`src/rtl/snd_mailbox_pkg.sv`:
```
// Shared constants and width helpers for the main->sound command mailbox.
package snd_mailbox_pkg;

    localparam int DW_DEF    = 8;
    localparam int DEPTH_DEF = 4;

    // Width needed to hold an occupancy value from 0 to depth inclusive.
    function automatic int cw_of(input int depth);
        return $clog2(depth + 1);
    endfunction

    function automatic int ptr_w_of(input int depth);
        return (depth > 1) ? $clog2(depth) : 1;
    endfunction

endpackage

```
`src/rtl/snd_mailbox_if.sv`:
```
// Bus bundle between the main CPU port decoder, the sound CPU and the mailbox.
interface snd_mailbox_if #(
    parameter int DW = 8,
    parameter int CW = 3
);

    logic          m_wr;
    logic [DW-1:0] m_din;
    logic [CW-1:0] m_count;
    logic          m_full;
    logic          m_ovf;
    logic          m_ovf_clr;
    logic [DW-1:0] m_reply;
    logic          m_reply_valid;
    logic          m_reply_rd;
    logic          s_cen;
    logic          s_rd;
    logic [DW-1:0] s_dout;
    logic          s_empty;
    logic          s_nmi;
    logic          s_ack;
    logic          s_reply_wr;
    logic [DW-1:0] s_reply_din;

    // CPU side: drives strobes and data, observes status.
    modport master (
        output m_wr, m_din, m_ovf_clr, m_reply_rd,
        output s_cen, s_rd, s_ack, s_reply_wr, s_reply_din,
        input  m_count, m_full, m_ovf, m_reply, m_reply_valid,
        input  s_dout, s_empty, s_nmi
    );

    // Mailbox side.
    modport slave (
        input  m_wr, m_din, m_ovf_clr, m_reply_rd,
        input  s_cen, s_rd, s_ack, s_reply_wr, s_reply_din,
        output m_count, m_full, m_ovf, m_reply, m_reply_valid,
        output s_dout, s_empty, s_nmi
    );

endinterface

```
`src/rtl/snd_mailbox_fifo.sv`:
```
// Command FIFO: pointers, occupancy, storage and the full-write overwrite rule.
module mbox_fifo
    import snd_mailbox_pkg::*;
#(
    parameter int DW        = DW_DEF,
    parameter int DEPTH     = DEPTH_DEF,
    parameter int OVERWRITE = 0,
    parameter int CW        = cw_of(DEPTH)
) (
    input  logic          clk_sys,
    input  logic          reset_n,
    input  logic          wr,
    input  logic [DW-1:0] din,
    input  logic          rd,
    output logic [DW-1:0] dout,
    output logic [CW-1:0] count,
    output logic          full,
    output logic          empty,
    output logic          ovf_evt,
    output logic          pop_evt,
    output logic          ow_evt
);

    localparam int PW = ptr_w_of(DEPTH);
    localparam logic [PW-1:0] LAST = PW'(DEPTH - 1);

    logic [DW-1:0] mem [DEPTH];
    logic [PW-1:0] wptr;
    logic [PW-1:0] rptr;
    logic [PW-1:0] wptr_prev;
    logic          push_ok;

    function automatic logic [PW-1:0] next_ptr(input logic [PW-1:0] p);
        return (p == LAST) ? '0 : p + 1'b1;
    endfunction

    assign full      = (count == CW'(DEPTH));
    assign empty     = (count == '0);
    assign pop_evt   = rd && !empty;
    // A pop on the same edge makes room, so a push into a full FIFO is not an overflow then.
    assign push_ok   = wr && (!full || pop_evt);
    assign ovf_evt   = wr && full && !pop_evt;
    assign ow_evt    = ovf_evt && (OVERWRITE != 0);
    assign wptr_prev = (wptr == '0) ? LAST : wptr - 1'b1;
    assign dout      = empty ? '0 : mem[rptr];

    always_ff @(posedge clk_sys or negedge reset_n) begin
        if (!reset_n) begin
            wptr  <= '0;
            rptr  <= '0;
            count <= '0;
        end else begin
            if (push_ok) wptr <= next_ptr(wptr);
            if (pop_evt) rptr <= next_ptr(rptr);
            case ({push_ok, pop_evt})
                2'b10:   count <= count + 1'b1;
                2'b01:   count <= count - 1'b1;
                default: count <= count;
            endcase
        end
    end

    // Storage carries no reset; stale contents are masked by the empty check on dout.
    always_ff @(posedge clk_sys) begin
        if (push_ok)
            mem[wptr] <= din;
        else if (ow_evt)
            mem[wptr_prev] <= din;
    end

endmodule

```
`src/rtl/snd_mailbox.sv`:
```
// Main->sound command mailbox: FIFO, sticky overflow, NMI arming and reply register.
module snd_mailbox
    import snd_mailbox_pkg::*;
#(
    parameter int DW        = DW_DEF,
    parameter int DEPTH     = DEPTH_DEF,
    parameter int OVERWRITE = 0,
    parameter int CW        = cw_of(DEPTH)
) (
    input  logic         clk_sys,
    input  logic         reset_n,
    snd_mailbox_if.slave bus
);

    logic [DW-1:0] fifo_dout;
    logic [CW-1:0] fifo_count;
    logic          fifo_full;
    logic          fifo_empty;
    logic          ovf_evt;
    logic          pop_evt;
    logic          ow_evt;
    logic          armed;
    logic          nmi_set;
    logic          m_ovf_q;
    logic          s_nmi_q;
    logic [DW-1:0] reply_q;
    logic          reply_valid_q;

    mbox_fifo #(
        .DW        (DW),
        .DEPTH     (DEPTH),
        .OVERWRITE (OVERWRITE),
        .CW        (CW)
    ) u_fifo (
        .clk_sys (clk_sys),
        .reset_n (reset_n),
        .wr      (bus.m_wr),
        .din     (bus.m_din),
        .rd      (bus.s_rd),
        .dout    (fifo_dout),
        .count   (fifo_count),
        .full    (fifo_full),
        .empty   (fifo_empty),
        .ovf_evt (ovf_evt),
        .pop_evt (pop_evt),
        .ow_evt  (ow_evt)
    );

    assign nmi_set = bus.s_cen && !s_nmi_q && armed && (fifo_count != '0);

    // A set consumes the arm even when an ack on the same edge suppresses the NMI itself,
    // so a software ack without a read cannot cause repeated NMIs.
    always_ff @(posedge clk_sys or negedge reset_n) begin
        if (!reset_n) begin
            armed         <= 1'b1;
            s_nmi_q       <= 1'b0;
            m_ovf_q       <= 1'b0;
            reply_q       <= '0;
            reply_valid_q <= 1'b0;
        end else begin
            if (nmi_set)
                armed <= 1'b0;
            if (pop_evt || ow_evt)
                armed <= 1'b1;

            if (bus.s_ack)
                s_nmi_q <= 1'b0;
            else if (nmi_set)
                s_nmi_q <= 1'b1;

            if (ovf_evt)
                m_ovf_q <= 1'b1;
            else if (bus.m_ovf_clr)
                m_ovf_q <= 1'b0;

            if (bus.s_reply_wr) begin
                reply_q       <= bus.s_reply_din;
                reply_valid_q <= 1'b1;
            end else if (bus.m_reply_rd) begin
                reply_valid_q <= 1'b0;
            end
        end
    end

    assign bus.m_count       = fifo_count;
    assign bus.m_full        = fifo_full;
    assign bus.m_ovf         = m_ovf_q;
    assign bus.m_reply       = reply_q;
    assign bus.m_reply_valid = reply_valid_q;
    assign bus.s_dout        = fifo_dout;
    assign bus.s_empty       = fifo_empty;
    assign bus.s_nmi         = s_nmi_q;

endmodule
```
`src/flat_wrapper.sv`:
```
// flat-port wrapper written by rule: the top's interface ports become plain ports
module snd_mailbox_flat import snd_mailbox_pkg::*;
#(
    parameter int DW        = DW_DEF,
    parameter int DEPTH     = DEPTH_DEF,
    parameter int OVERWRITE = 0,
    parameter int CW        = cw_of(DEPTH)
)
  (clk_sys, reset_n, bus_m_wr, bus_m_din, bus_m_ovf_clr, bus_m_reply_rd, bus_s_cen, bus_s_rd, bus_s_ack, bus_s_reply_wr, bus_s_reply_din, bus_m_count, bus_m_full, bus_m_ovf, bus_m_reply, bus_m_reply_valid, bus_s_dout, bus_s_empty, bus_s_nmi);
  snd_mailbox_if #(.DW(DW), .CW(CW)) bus_i ();
  input  logic clk_sys;
  input  logic reset_n;
  input wire logic [$bits(bus_i.m_wr)-1:0] bus_m_wr;
  input wire logic [$bits(bus_i.m_din)-1:0] bus_m_din;
  input wire logic [$bits(bus_i.m_ovf_clr)-1:0] bus_m_ovf_clr;
  input wire logic [$bits(bus_i.m_reply_rd)-1:0] bus_m_reply_rd;
  input wire logic [$bits(bus_i.s_cen)-1:0] bus_s_cen;
  input wire logic [$bits(bus_i.s_rd)-1:0] bus_s_rd;
  input wire logic [$bits(bus_i.s_ack)-1:0] bus_s_ack;
  input wire logic [$bits(bus_i.s_reply_wr)-1:0] bus_s_reply_wr;
  input wire logic [$bits(bus_i.s_reply_din)-1:0] bus_s_reply_din;
  output wire logic [$bits(bus_i.m_count)-1:0] bus_m_count;
  output wire logic [$bits(bus_i.m_full)-1:0] bus_m_full;
  output wire logic [$bits(bus_i.m_ovf)-1:0] bus_m_ovf;
  output wire logic [$bits(bus_i.m_reply)-1:0] bus_m_reply;
  output wire logic [$bits(bus_i.m_reply_valid)-1:0] bus_m_reply_valid;
  output wire logic [$bits(bus_i.s_dout)-1:0] bus_s_dout;
  output wire logic [$bits(bus_i.s_empty)-1:0] bus_s_empty;
  output wire logic [$bits(bus_i.s_nmi)-1:0] bus_s_nmi;
  assign bus_i.m_wr = bus_m_wr;
  assign bus_i.m_din = bus_m_din;
  assign bus_i.m_ovf_clr = bus_m_ovf_clr;
  assign bus_i.m_reply_rd = bus_m_reply_rd;
  assign bus_i.s_cen = bus_s_cen;
  assign bus_i.s_rd = bus_s_rd;
  assign bus_i.s_ack = bus_s_ack;
  assign bus_i.s_reply_wr = bus_s_reply_wr;
  assign bus_i.s_reply_din = bus_s_reply_din;
  assign bus_m_count = bus_i.m_count;
  assign bus_m_full = bus_i.m_full;
  assign bus_m_ovf = bus_i.m_ovf;
  assign bus_m_reply = bus_i.m_reply;
  assign bus_m_reply_valid = bus_i.m_reply_valid;
  assign bus_s_dout = bus_i.s_dout;
  assign bus_s_empty = bus_i.s_empty;
  assign bus_s_nmi = bus_i.s_nmi;
  snd_mailbox #(.DW(DW), .DEPTH(DEPTH), .OVERWRITE(OVERWRITE), .CW(CW)) u_core (.clk_sys(clk_sys), .reset_n(reset_n), .bus(bus_i));
endmodule
```
`config.mk`:
```
export PLATFORM = sky130hd
export DESIGN_NAME = snd_mailbox_flat
export DESIGN_NICKNAME = d
export VERILOG_FILES = /design/src/rtl/snd_mailbox_pkg.sv /design/src/rtl/snd_mailbox_if.sv /design/src/rtl/snd_mailbox_fifo.sv /design/src/rtl/snd_mailbox.sv /design/src/flat_wrapper.sv
export SDC_FILE = /design/constraint.sdc
export NUM_CORES = 1
export LEC_CHECK = 0
export ABC_CLOCK_PERIOD_IN_PS = 2400
export CAP_MARGIN = 40
export CORE_UTILIZATION = 50
export DETAILED_ROUTE_END_ITERATION = 12
export GPL_TIMING_DRIVEN = 1
export PLACE_DENSITY_LB_ADDON = 0.1
export SLEW_MARGIN = 20
export SYNTH_ARGS = -nofsm -noshare
export SYNTH_HDL_FRONTEND = slang
export SYNTH_SLANG_ARGS = --single-unit
```
`constraint.sdc`:
```
create_clock -name clk_sys -period 2.4 [get_ports clk_sys]
set_clock_uncertainty 0.1 [all_clocks]
set_input_delay 0.48 -clock clk_sys [delete_from_list [all_inputs] [get_ports clk_sys]]
set_output_delay 0.48 -clock clk_sys [all_outputs]
set_load 0.05 [all_outputs]
```
==> results of run 1 <==
placed cells by master, fill, tap and decap left out:
cell type / netlist / final
dfstp_2: 1 / 1
o21ba_2: 1 / 1
a21o_1: 1 / 1
nor2b_2: 1 / 1
nand2_1: 3 / 3
clkbuf_1: 2 / 2
clkbuf_8: 0 / 5
and2_1: 13 / 13
dfrtp_1: 18 / 17
o32ai_1: 1 / 1
nor4b_4: 1 / 1
and3_1: 1 / 1
or3_4: 1 / 1
buf_4: 1 / 15
o211ai_1: 2 / 2
a22oi_1: 1 / 1
ha_1: 5 / 5
nand2b_1: 2 / 2
a31oi_1: 1 / 1
xor2_1: 2 / 2
buf_12: 0 / 1
inv_1: 7 / 7
edfxtp_1: 32 / 32
mux2_2: 12 / 12
nor2_1: 6 / 6
dfrtp_4: 0 / 1
o21ai_0: 3 / 3
nand3_1: 1 / 1
fa_1: 1 / 1
mux4_2: 8 / 8
clkdlybuf4s50_1: 0 / 38
nand3b_1: 2 / 2
o311ai_0: 1 / 1
bufinv_16: 0 / 1
o21bai_1: 1 / 1
power by group through the flow:
| stage | combinational (W) | clock, W | sequential [W] |
|---|---|---|---|
| after floorplan | 0.00112 | 0 | 0.00143 |
| after global placement | 0.00174 | 0 | 0.00131 |
| after detailed placement | 0.00180 | 0 | 0.00133 |
| after CTS | 0.00181 | 0.000592 | 0.00131 |
| after global routing | 0.00190 | 0.000620 | 0.00134 |
| final | 0.00178 | 0.000580 | 0.00131 |
cells in the mapped netlist (all sizes together), types with 2 or more instances:
master,count
and2,13
buf,4
clkbuf,2
dfrtp,18
edfxtp,32
ha,5
inv,7
mux2,12
mux4,8
nand2,3
nand2b,2
nand3b,2
nor2,6
o211ai,2
o21ai,3
xor2,2
cell families after synthesis:
family	count (synthesis)
AO/OA/AOI/OAI	12
XOR/XNOR	2
adder cells (fa/ha/maj)	6
buffers and inverters	13
flip-flops	51
multiplexers	20
AND/OR/NAND/NOR	31
stage by stage:
stage	setup TNS [ns]	cells	setup slack, ns
2_1_floorplan	0	135	0.009581
3_3_place_gp	0	233	0.07060
3_5_place_dp	-0.007973	233	-0.007973
4_1_cts	0	241	0.01127
5_1_grt	-0.001899	241	-0.001899
6_report	0	241	0.08182
critical path, cell delays in order (launching register included):
cell and delay (ns):
dfrtp_4 0.55, mux4_2 0.53, and2_1 0.17, buf_4 0.18
repair_timing:
action | in CTS | in global routing
hold endpoints to repair | 0 | 0
endpoints found under the setup margin | 8 | 8
resized for setup | 1 | 1
registers in the layout, summed over array words and instances (netlist names):
register                  count
u_core.bus.m_reply            8
u_core.u_fifo.mem            32
u_core.u_fifo.count           3
u_core.bus.s_nmi              1
u_core.bus.m_ovf              1
u_core.bus.m_reply_valid      1
u_core.u_fifo.rptr            2
u_core.u_fifo.wptr            2
u_core.armed                  1
worst paths after layout:
path,end,slack [ns],depth (start not counted)
setup reg to reg,u_core.u_fifo.count[1]$_DFFE_PN0P_,0.24,6
min in group asynchronous,u_core.u_fifo.rptr[1]$_DFFE_PN0P_,0.41,2
hold / removal,u_core.armed$_DFFE_PN1P_,0.38,2
hold reg to reg,u_core.armed$_DFFE_PN1P_,0.38,2
max in group asynchronous,u_core.armed$_DFFE_PN1P_,1.52,2
setup / recovery,bus_s_dout[7],0.08,3
area by class of cell:
cell class | count | share of cell area, %
Tap cell | 50 | 2.196
Clock inverter | 1 | 1.054
Clock buffer | 7 | 2.679
Inverter | 7 | 0.9223
Multi-Input combinational cell | 71 | 24.55
Timing Repair Buffer | 54 | 18.01
Sequential cell | 51 | 50.59
layer usage:
metal / up-vias / routed length (um) / GRT usage (%)
li1: 600 / - / -
met1: 630 / 1776 / 24.30
met2: 39 / 2093 / 33.21
met3: 7 / 192 / 5.333
met4: 0 / 61 / 7.813
met5: - / 0 / 0
==> reports/results.ini, run 1 <==
[status]
outcome = finished, final reports clean

[global_routing]
overflow = 0
grt_util_all_layers_pct = 19.84
grt_pass1_wl_um = 6361
grt_pass1_vias = 1357
grt_max_degree = 20
antenna_found_initial = 0

[floorplanning]
floorplan.initialDensity_pct = 53.45
dieArea_mm2 = 0.004668
num_rows = 23
die_w_um = 68.33
ios = 49
fp.coreArea_mm2 = 0.004115
die_y_um = 68.33

[timing]
finalHoldViolCount = 0
worst_pin_slew_ns = 0.5072
setup_viol = 0
max_slew_margin_pct = 66.08
final.min_clock_period_ns = 2.318
fmax_mhz = 431.4
finalCritPeriodShare_pct = 96.59
whs_ns = 0.3833
slew_violations = 0

[logic_synthesis]
synth.distinct_cells = 32
yosys.area.top_type_share_pct = 43.69
async_flop_share_pct = 37.25
synthXorXnorAreaFrac_pct = 0.7964
synth_nets = 166
synth-main-ff-cell = edfxtp_1
yosysWarnings = 0
synth_fa_ha_area_share_pct = 3.754
ys_ff_latch = 51
synth_area_leader_cell = edfxtp_1
synthMuxAreaShare_pct = 14.33
synth_top_family_by_area = multiplexers
synthSimpleGateAreaFrac_pct = 8.987
postSynthAreaPerCell_um2 = 16.29
ys_seq_area_share_pct = 65.36
yosys-top-cells-area = edfxtp_1, dfrtp_1, mux4_2
synth-compound-area-share_pct = 3.925
syn_inst = 135
netlist_area_mm2 = 0.002200
synth_edf_count = 32

[critical_path]
critPathRequiredTime_ns = 1.82
rr_startpoint = u_core.u_fifo.count[1]$_DFFE_PN0P_
worst-path-max-fanout = 11
worstPathArrival_ns = 1.74
worst-setup-path-type = register to primary output
cp-start-kind = register
end_kind = primary output
critical_path.startpoint = u_core.u_fifo.rptr[0]$_DFFE_PN0P_

[power_and_ir_drop]
p_leak_nw = 1.092
p_sw_share_pct = 40.28
p_clk_share_pct = 15.8
finalPower_w = 0.003674
p_int_w = 0.002194
pwr_density_cell_mw_per_mm2 = 1290
pwr-share-comb_pct = 48.6
ir_drop_mv = 0.5414
switchingPower_w = 0.001480
p_seq_share_pct = 35.6

[layout]
utilization_pct = 69.23
nFillCells = 309
final_area_mm2 = 0.002849
register_area_mm2 = 0.001441
multi_input_area_um2 = 699.4
drive_gt1_share_pct = 25.13
n_antenna_cell = 0
nets = 221
syn_to_final_growth_pct = 29.52

[placement]
io_buffers = 48
placed_cell_area_mm2 = 0.002739
hpwl_um = 3082
globalplace.congestion = 0.8519

[drt]
firstDrtPassIters = 4
vias = 1276
drt-wirelength-per-cell_um = 17.11
wl_um = 4124
viasPerCell = 5.295
drc = 0
drt.antenna.violating_nets = 0
drtIter0Drc = 95

[clock_tree]
cts_htree_levels = 2
clk_latency_ns = 0.30
cts_tree = built
hold_buffers = 0
clock_tree.root_cell = clkbuf_8
cts_buffers = 5
cts_buffer_depth = 2
clkTransAtPathRegs_ns = 0.09
postCtsSetupRepairBufs = 0
clock_sinks = 51

[worst_hold_path]
hold_class = register to register
hp-start = u_core.armed$_DFFE_PN1P_

[run]
max_cap_violations = 0

(Power assumes the default switching activity.)
==> run 2, diff against run 1 <==
--- a/config.mk
+++ b/config.mk
@@ -5,7 +5,7 @@
 export SDC_FILE = /design/constraint.sdc
 export NUM_CORES = 1
 export LEC_CHECK = 0
-export ABC_CLOCK_PERIOD_IN_PS = 2400
+export ABC_CLOCK_PERIOD_IN_PS = 2530
 export CAP_MARGIN = 40
 export CORE_UTILIZATION = 50
 export DETAILED_ROUTE_END_ITERATION = 12
==> constraint.sdc (replaced) <==
create_clock -name clk_sys -period 2.53 [get_ports clk_sys]
set_clock_uncertainty 0.1 [all_clocks]
set_input_delay 0.506 -clock clk_sys [delete_from_list [all_inputs] [get_ports clk_sys]]
set_output_delay 0.506 -clock clk_sys [all_outputs]
set_load 0.05 [all_outputs]
==> run 2 against run 1 <==
  * Sequential share of layout area increased by 1.1 points
  * Critical path type unchanged
  * Largest power group unchanged
  * Combinational power fell by 11%
  * Clock-buffer cell count shrank 1
  * Clock power down 25%
  * Wire length decreased by 4.7%
  * Worst hold slack barely moved
  * Design area down 2.2%
  * Via count grew 1.8%
==> reports/results.ini, run 2 (same netlist as run 1, synthesis figures left out) <==
[clock_tree]
clkTransAtPathRegs_ns = 0.08  ; was 0.09 ns
clk_latency_ns = 0.30  ; about the same
cts_buffer_depth = 2  ; unchanged
cts_buffers = 5  ; unchanged
clock_sinks = 51  ; unchanged
cts_tree = built  ; unchanged
clock_tree.root_cell = clkbuf_8  ; unchanged
cts_htree_levels = 2  ; unchanged

[timing]
whs_ns = 0.3831  ; was 0.3833 ns
rsz0062_at_grt = false
finalCritPeriodShare_pct = 94.78
worst_pin_slew_ns = 0.5106  ; was 0.5072 ns
tns_ns = 0  ; unchanged
slew_violations = 0  ; unchanged
finalHoldViolCount = 0  ; unchanged
final.min_clock_period_ns = 2.398
setup_viol = 0  ; unchanged
fin_ws_ns = 0.1322  ; was 0.08182 ns
max_slew_margin_pct = 65.86  ; was 66.08%
fmax_mhz = 417.0

[global_routing]
grt_util_all_layers_pct = 18.45  ; was 19.84%
grt_max_degree = 20  ; unchanged
grt_pass1_wl_um = 5865  ; was 6361 um
grt_pass1_vias = 1256  ; was 1357
antenna_found_initial = 0  ; unchanged
overflow = 0  ; unchanged

[critical_path]
critPathSlowestCell = dfrtp_2  ; was dfrtp_4
cp-start-kind = register  ; unchanged
cp_num_buf_inv = 1  ; unchanged
crit_chain = mux4_2 > and2_1 > buf_4  ; unchanged
end_kind = primary output  ; unchanged
worst-setup-path-type = register to primary output  ; unchanged
critPathRequiredTime_ns = 1.92  ; was 1.82 ns
worstPathArrival_ns = 1.79  ; was 1.74 ns
reg2reg_to = u_core.u_fifo.count[1]$_DFFE_PN0P_  ; unchanged
worstRegToRegCells = 6  ; unchanged
crit_family = flip-flops  ; unchanged
worst-path-max-fanout = 11  ; unchanged
slowest_delay_ns = 0.58  ; was 0.55 ns
rr_startpoint = u_core.u_fifo.count[1]$_DFFE_PN0P_  ; unchanged
r2r_slack_ns = 0.25  ; was 0.24 ns

[floorplanning]
die_w_um = 68.33  ; unchanged
dieArea_mm2 = 0.004668  ; unchanged
fp.coreArea_mm2 = 0.004115  ; unchanged
ios = 49  ; unchanged
num_rows = 23  ; unchanged
die_y_um = 68.33  ; unchanged
floorplan.initialDensity_pct = 53.45  ; unchanged

[drt]
drtIter0Drc = 65  ; was 95
viasPerCell = 5.458  ; was 5.295
drc = 0  ; unchanged
firstDrtPassIters = 4  ; unchanged
drt-wirelength-per-cell_um = 16.51  ; was 17.11 um
wl_um = 3929  ; was 4124 um
vias = 1299  ; was 1276
drt.antenna.violating_nets = 0  ; unchanged

[layout]
syn_to_final_growth_pct = 26.62  ; was 29.52%
nets = 218  ; was 221
instances_no_fill = 238  ; was 241
drive_gt1_share_pct = 23.40  ; was 25.13%
layout_common_cells = clkdlybuf4s50_1, edfxtp_1, dfrtp_1  ; unchanged
n_antenna_cell = 0  ; unchanged
max_flop_register = u_core.u_fifo.mem  ; unchanged
nFillCells = 293  ; was 309
final_common_cell = clkdlybuf4s50_1  ; unchanged
largest_register_ffs = 32  ; unchanged

[worst_hold_path]
hold_class = register to register  ; unchanged
whs_path_depth = 2  ; unchanged
hp-start = u_core.armed$_DFFE_PN1P_  ; unchanged
min_to = u_core.armed$_DFFE_PN1P_  ; unchanged

[placement]
dp.cells = 230  ; was 233
hpwl_um = 2800  ; was 3082 um
io_buffers = 48  ; unchanged
globalplace.congestion = 0.6987  ; was 0.8519
post-place-ws_ns = 0.1658  ; was -0.007973 ns

[power_and_ir_drop]
p_leak_nw = 1.062  ; was 1.092 nW
finalPower_w = 0.003296  ; was 0.003674 W
pwr_density_cell_mw_per_mm2 = 1183  ; was 1290 mW/mm^2
ir_drop_mv = 0.5773  ; was 0.5414 mV

[status]
outcome = finished, final reports clean  ; unchanged

[run]
max_cap_violations = 0  ; unchanged

run 2: layer usage:
layer / vias up / wire [um] / GRT usage, %
li1: 601 / - / -
met1: 645 / 1523 / 20.22
met2: 43 / 2151 / 33.21
met3: 10 / 177 / 4.500
met4: 0 / 76 / 8.594
met5: - / 0 / 0
run 2: worst max path at each step:
stage	start	endpoint	slack [ns]	cells past startpoint
finish	u_core.u_fifo.rptr[0]$_DFFE_PN0P_	bus_s_dout[4]	0.13	3
global route	u_core.u_fifo.rptr[0]$_DFFE_PN0P_	bus_s_dout[2]	0.05	3
CTS	u_core.u_fifo.rptr[0]$_DFFE_PN0P_	bus_s_dout[2]	0.12	3
detailed placement	bus_s_rd	u_core.u_fifo.count[1]$_DFFE_PN0P_	0.17	6
global placement	bus_s_rd	u_core.u_fifo.mem[1][6]$_DFFE_PP_	0.23	4
floorplan	u_core.u_fifo.count[1]$_DFFE_PN0P_	u_core.u_fifo.count[1]$_DFFE_PN0P_	0.14	7
run 2: through the flow:
| stage | area, um^2 | utilization (%) |
|---|---|---|
| finish | 2785 | 67.68 |
| CTS | 2785 | 67.68 |
| global route | 2785 | 67.68 |
| global placement | 2704 | 65.70 |
| detailed placement | 2704 | 65.70 |
| floorplan | 2200 | - |
run 2: what timing repair did:
| item | in CTS | in global routing |
|---|---|---|
| endpoints found under the setup margin | 8 | 0 |
| hold buffers | 0 | 0 |
| setup buffers | 0 | 0 |
| resized for setup | 1 | 0 |
run 2: area by class of cell:
| type | instances | area (um^2) | share of cell area (%) |
|---|---|---|---|
| clock buffers | 6 | 72.57 | 2.606 |
| clock inverters | 2 | 7.507 | 0.2695 |
| inverters | 7 | 26.28 | 0.9434 |
| multi-input cells | 71 | 699.4 | 25.11 |
| flip-flops and latches | 51 | 1439 | 51.66 |
| well taps | 50 | 62.56 | 2.246 |
| repair buffers | 51 | 478.0 | 17.16 |
run 2: tightest hold or removal path: stages, from the launching register on:
cell     delay (ns)
dfstp_2        0.37
o21ai_0        0.06
nand2_1        0.05
run 2: power breakdown:
group | total [W] | internal, W | switching [W]
sequential | 0.00128 | 0.00109 | 0.000188
clock | 0.000437 | 0.000189 | 0.000248
combinational | 0.00158 | 0.000635 | 0.000942
total | 0.00330 | 0.00192 | 0.00138
==> run 3, diff against run 2 <==
--- a/config.mk
+++ b/config.mk
@@ -10,6 +10,7 @@
 export CORE_UTILIZATION = 50
 export DETAILED_ROUTE_END_ITERATION = 12
 export GPL_TIMING_DRIVEN = 1
+export MAX_ROUTING_LAYER = met4
 export PLACE_DENSITY_LB_ADDON = 0.1
 export SLEW_MARGIN = 20
 export SYNTH_ARGS = -nofsm -noshare
==> run 3 against run 2 <==
  * Sequential share of layout area unchanged
  * First-iteration DRC count decreased by 6.2%
  * Highest routed layer unchanged
  * Critical path depth unchanged
  * Register-to-register slack about the same
  * Global-route usage increased by 0.55 points
  * Flip-flop and latch count unchanged
  * Wire length about the same
  * Critical endpoint unchanged
==> reports/results.ini, run 3 (same netlist as run 1, synthesis figures left out) <==
[status]
outcome = finished, final reports clean  ; unchanged

[global_routing]
grt_pass1_vias = 1257  ; was 1256
overflow = 0  ; unchanged
met3_usage_pct = 4.333  ; was 4.500%
grt.busiest_layer = met2  ; unchanged
grt_pass1_wl_um = 5871  ; was 5865 um
grt_util_all_layers_pct = 19.00  ; was 18.45%
grt_max_degree = 20  ; unchanged
antenna_found_initial = 0  ; unchanged
grt_use_met1_pct = 20.34  ; was 20.22%
grt_use_met2_pct = 33.21  ; unchanged

[placement]
io_buffers = 48  ; unchanged
post-place-ws_ns = 0.1658  ; unchanged
globalplace.congestion = 0.7064  ; was 0.6987
placed_cell_area_mm2 = 0.002704  ; unchanged
hpwl_um = 2800  ; unchanged

[clock_tree]
cts_tree = built  ; unchanged
clock_tree.root_cell = clkbuf_8  ; unchanged
clk_latency_ns = 0.31  ; was 0.30 ns
cts_buffer_depth = 2  ; unchanged
clock_sinks = 51  ; unchanged
cts_buffers = 5  ; unchanged
clkTransAtPathRegs_ns = 0.08  ; about the same
cts_htree_levels = 2  ; unchanged

[timing]
finalCritPeriodShare_pct = 94.62  ; was 94.78%
finalHoldViolCount = 0  ; unchanged
slew_violations = 0  ; unchanged
rsz0062_at_grt = false  ; unchanged
setup_viol = 0  ; unchanged
tns_ns = 0  ; unchanged
final.min_clock_period_ns = 2.394  ; was 2.398 ns
fmax_mhz = 417.7  ; was 417.0 MHz
worst_pin_slew_ns = 0.5072  ; was 0.5106 ns
max_slew_margin_pct = 66.08  ; was 65.86%
fin_ws_ns = 0.1360  ; was 0.1322 ns

[run]
max_cap_violations = 0  ; unchanged

[layout]
drive_gt1_share_pct = 23.40  ; unchanged
nets = 218  ; unchanged
final_common_cell = clkdlybuf4s50_1  ; unchanged
syn_to_final_growth_pct = 26.62  ; unchanged
largest_register_ffs = 32  ; unchanged
max_flop_register = u_core.u_fifo.mem  ; unchanged
multi_input_area_um2 = 699.4  ; unchanged
nFillCells = 293  ; unchanged
n_antenna_cell = 0  ; unchanged
register_area_mm2 = 0.001439  ; unchanged
layout_common_cells = clkdlybuf4s50_1, edfxtp_1, dfrtp_1  ; unchanged
final_area_mm2 = 0.002785  ; unchanged

[floorplanning]
die_w_um = 68.33  ; unchanged
fp.coreArea_mm2 = 0.004115  ; unchanged
ios = 49  ; unchanged
num_rows = 23  ; unchanged
dieArea_mm2 = 0.004668  ; unchanged
die_y_um = 68.33  ; unchanged
floorplan.initialDensity_pct = 53.45  ; unchanged

[power_and_ir_drop]
pwr_density_cell_mw_per_mm2 = 1184  ; was 1183 mW/mm^2
p_leak_nw = 1.062  ; unchanged
ir_drop_mv = 0.5763  ; was 0.5773 mV
finalPower_w = 0.003297  ; was 0.003296 W

[critical_path]
worst-path-max-fanout = 11  ; unchanged
critPathRequiredTime_ns = 1.92  ; about the same
crit_chain = mux4_2 > and2_1 > buf_4  ; unchanged
worstPathArrival_ns = 1.79  ; about the same
cp_num_buf_inv = 1  ; unchanged
slowest_delay_ns = 0.58  ; about the same
end_kind = primary output  ; unchanged
cp-start-kind = register  ; unchanged
worst-setup-path-type = register to primary output  ; unchanged
critPathSlowestCell = dfrtp_2  ; unchanged
crit_family = flip-flops  ; unchanged

[drt]
viasPerCell = 5.387  ; was 5.458
wl_um = 3926  ; was 3929 um
drt.antenna.violating_nets = 0  ; unchanged
drt-wirelength-per-cell_um = 16.50  ; was 16.51 um
vias = 1282  ; was 1299
drtIter0Drc = 61  ; was 65
firstDrtPassIters = 4  ; unchanged
drc = 0  ; unchanged

[worst_hold_path]
hold_class = register to register  ; unchanged

run 3: cell counts in the layout (fill, tap and decap cells not counted):
Identical to the previous run, type by type.
run 3: routing by layer:
| metal | share of wire (%) | wire length, um |
|---|---|---|
| met2 | 55 | 2170 |
| met5 | 0 | 0 |
| met3 | 4.1 | 160 |
| met1 | 39 | 1533 |
| met4 | 1.6 | 61 |
run 3: worst register-to-register path: stages, from the launching register on:
cell	delay [ns]
dfrtp_1	0.48
or3_4	0.50
nand3b_1	0.13
fa_1	0.43
o21ba_2	0.24
o211ai_1	0.09
a22oi_1	0.22
run 3: final cells by class:
cell class	count	share of cell area (%)
tap	50	2.246
sequential	51	51.66
clock buffer	6	2.606
timing repair buffer	51	17.16
clock inverter	2	0.2695
multi-input combinational	71	25.11
inverter	7	0.9434
run 3: where the power goes:
part           switching, W  total (W)  leakage, nW  internal [W]
combinational      0.000941    0.00158        0.504      0.000636
clock              0.000251   0.000440       0.0403      0.000189
sequential         0.000188    0.00128        0.518       0.00109
run 3: path summary, 6_finish.rpt:
path / depth (start not counted) / slack (ns) / from / end
min in group asynchronous: 2 / 0.43 / reset_n / u_core.u_fifo.rptr[1]$_DFFE_PN0P_
hold reg to reg: 2 / 0.38 / u_core.armed$_DFFE_PN1P_ / u_core.armed$_DFFE_PN1P_
setup / recovery: 3 / 0.14 / u_core.u_fifo.rptr[0]$_DFFE_PN0P_ / bus_s_dout[4]
max in group asynchronous: 2 / 1.63 / reset_n / u_core.armed$_DFFE_PN1P_
setup reg to reg: 6 / 0.26 / u_core.u_fifo.count[1]$_DFFE_PN0P_ / u_core.u_fifo.count[1]$_DFFE_PN0P_
hold / removal: 2 / 0.38 / u_core.armed$_DFFE_PN1P_ / u_core.armed$_DFFE_PN1P_
run 3: through the flow:
stage | cells | util [%] | hold WS, ns
floorplan | 135 | - | 0.1104
global placement | 230 | 65.70 | 0.3786
detailed placement | 230 | 65.70 | 0.3707
CTS | 238 | 67.68 | 0.3842
global route | 238 | 67.68 | 0.4047
finish | 238 | 67.68 | 0.3796
run 3: what timing repair did:
action,4_1_cts,5_1_grt
hold buffers,0,0
gates resized for setup,1,0
endpoints found under the setup margin,8,0
buffers inserted,0,0
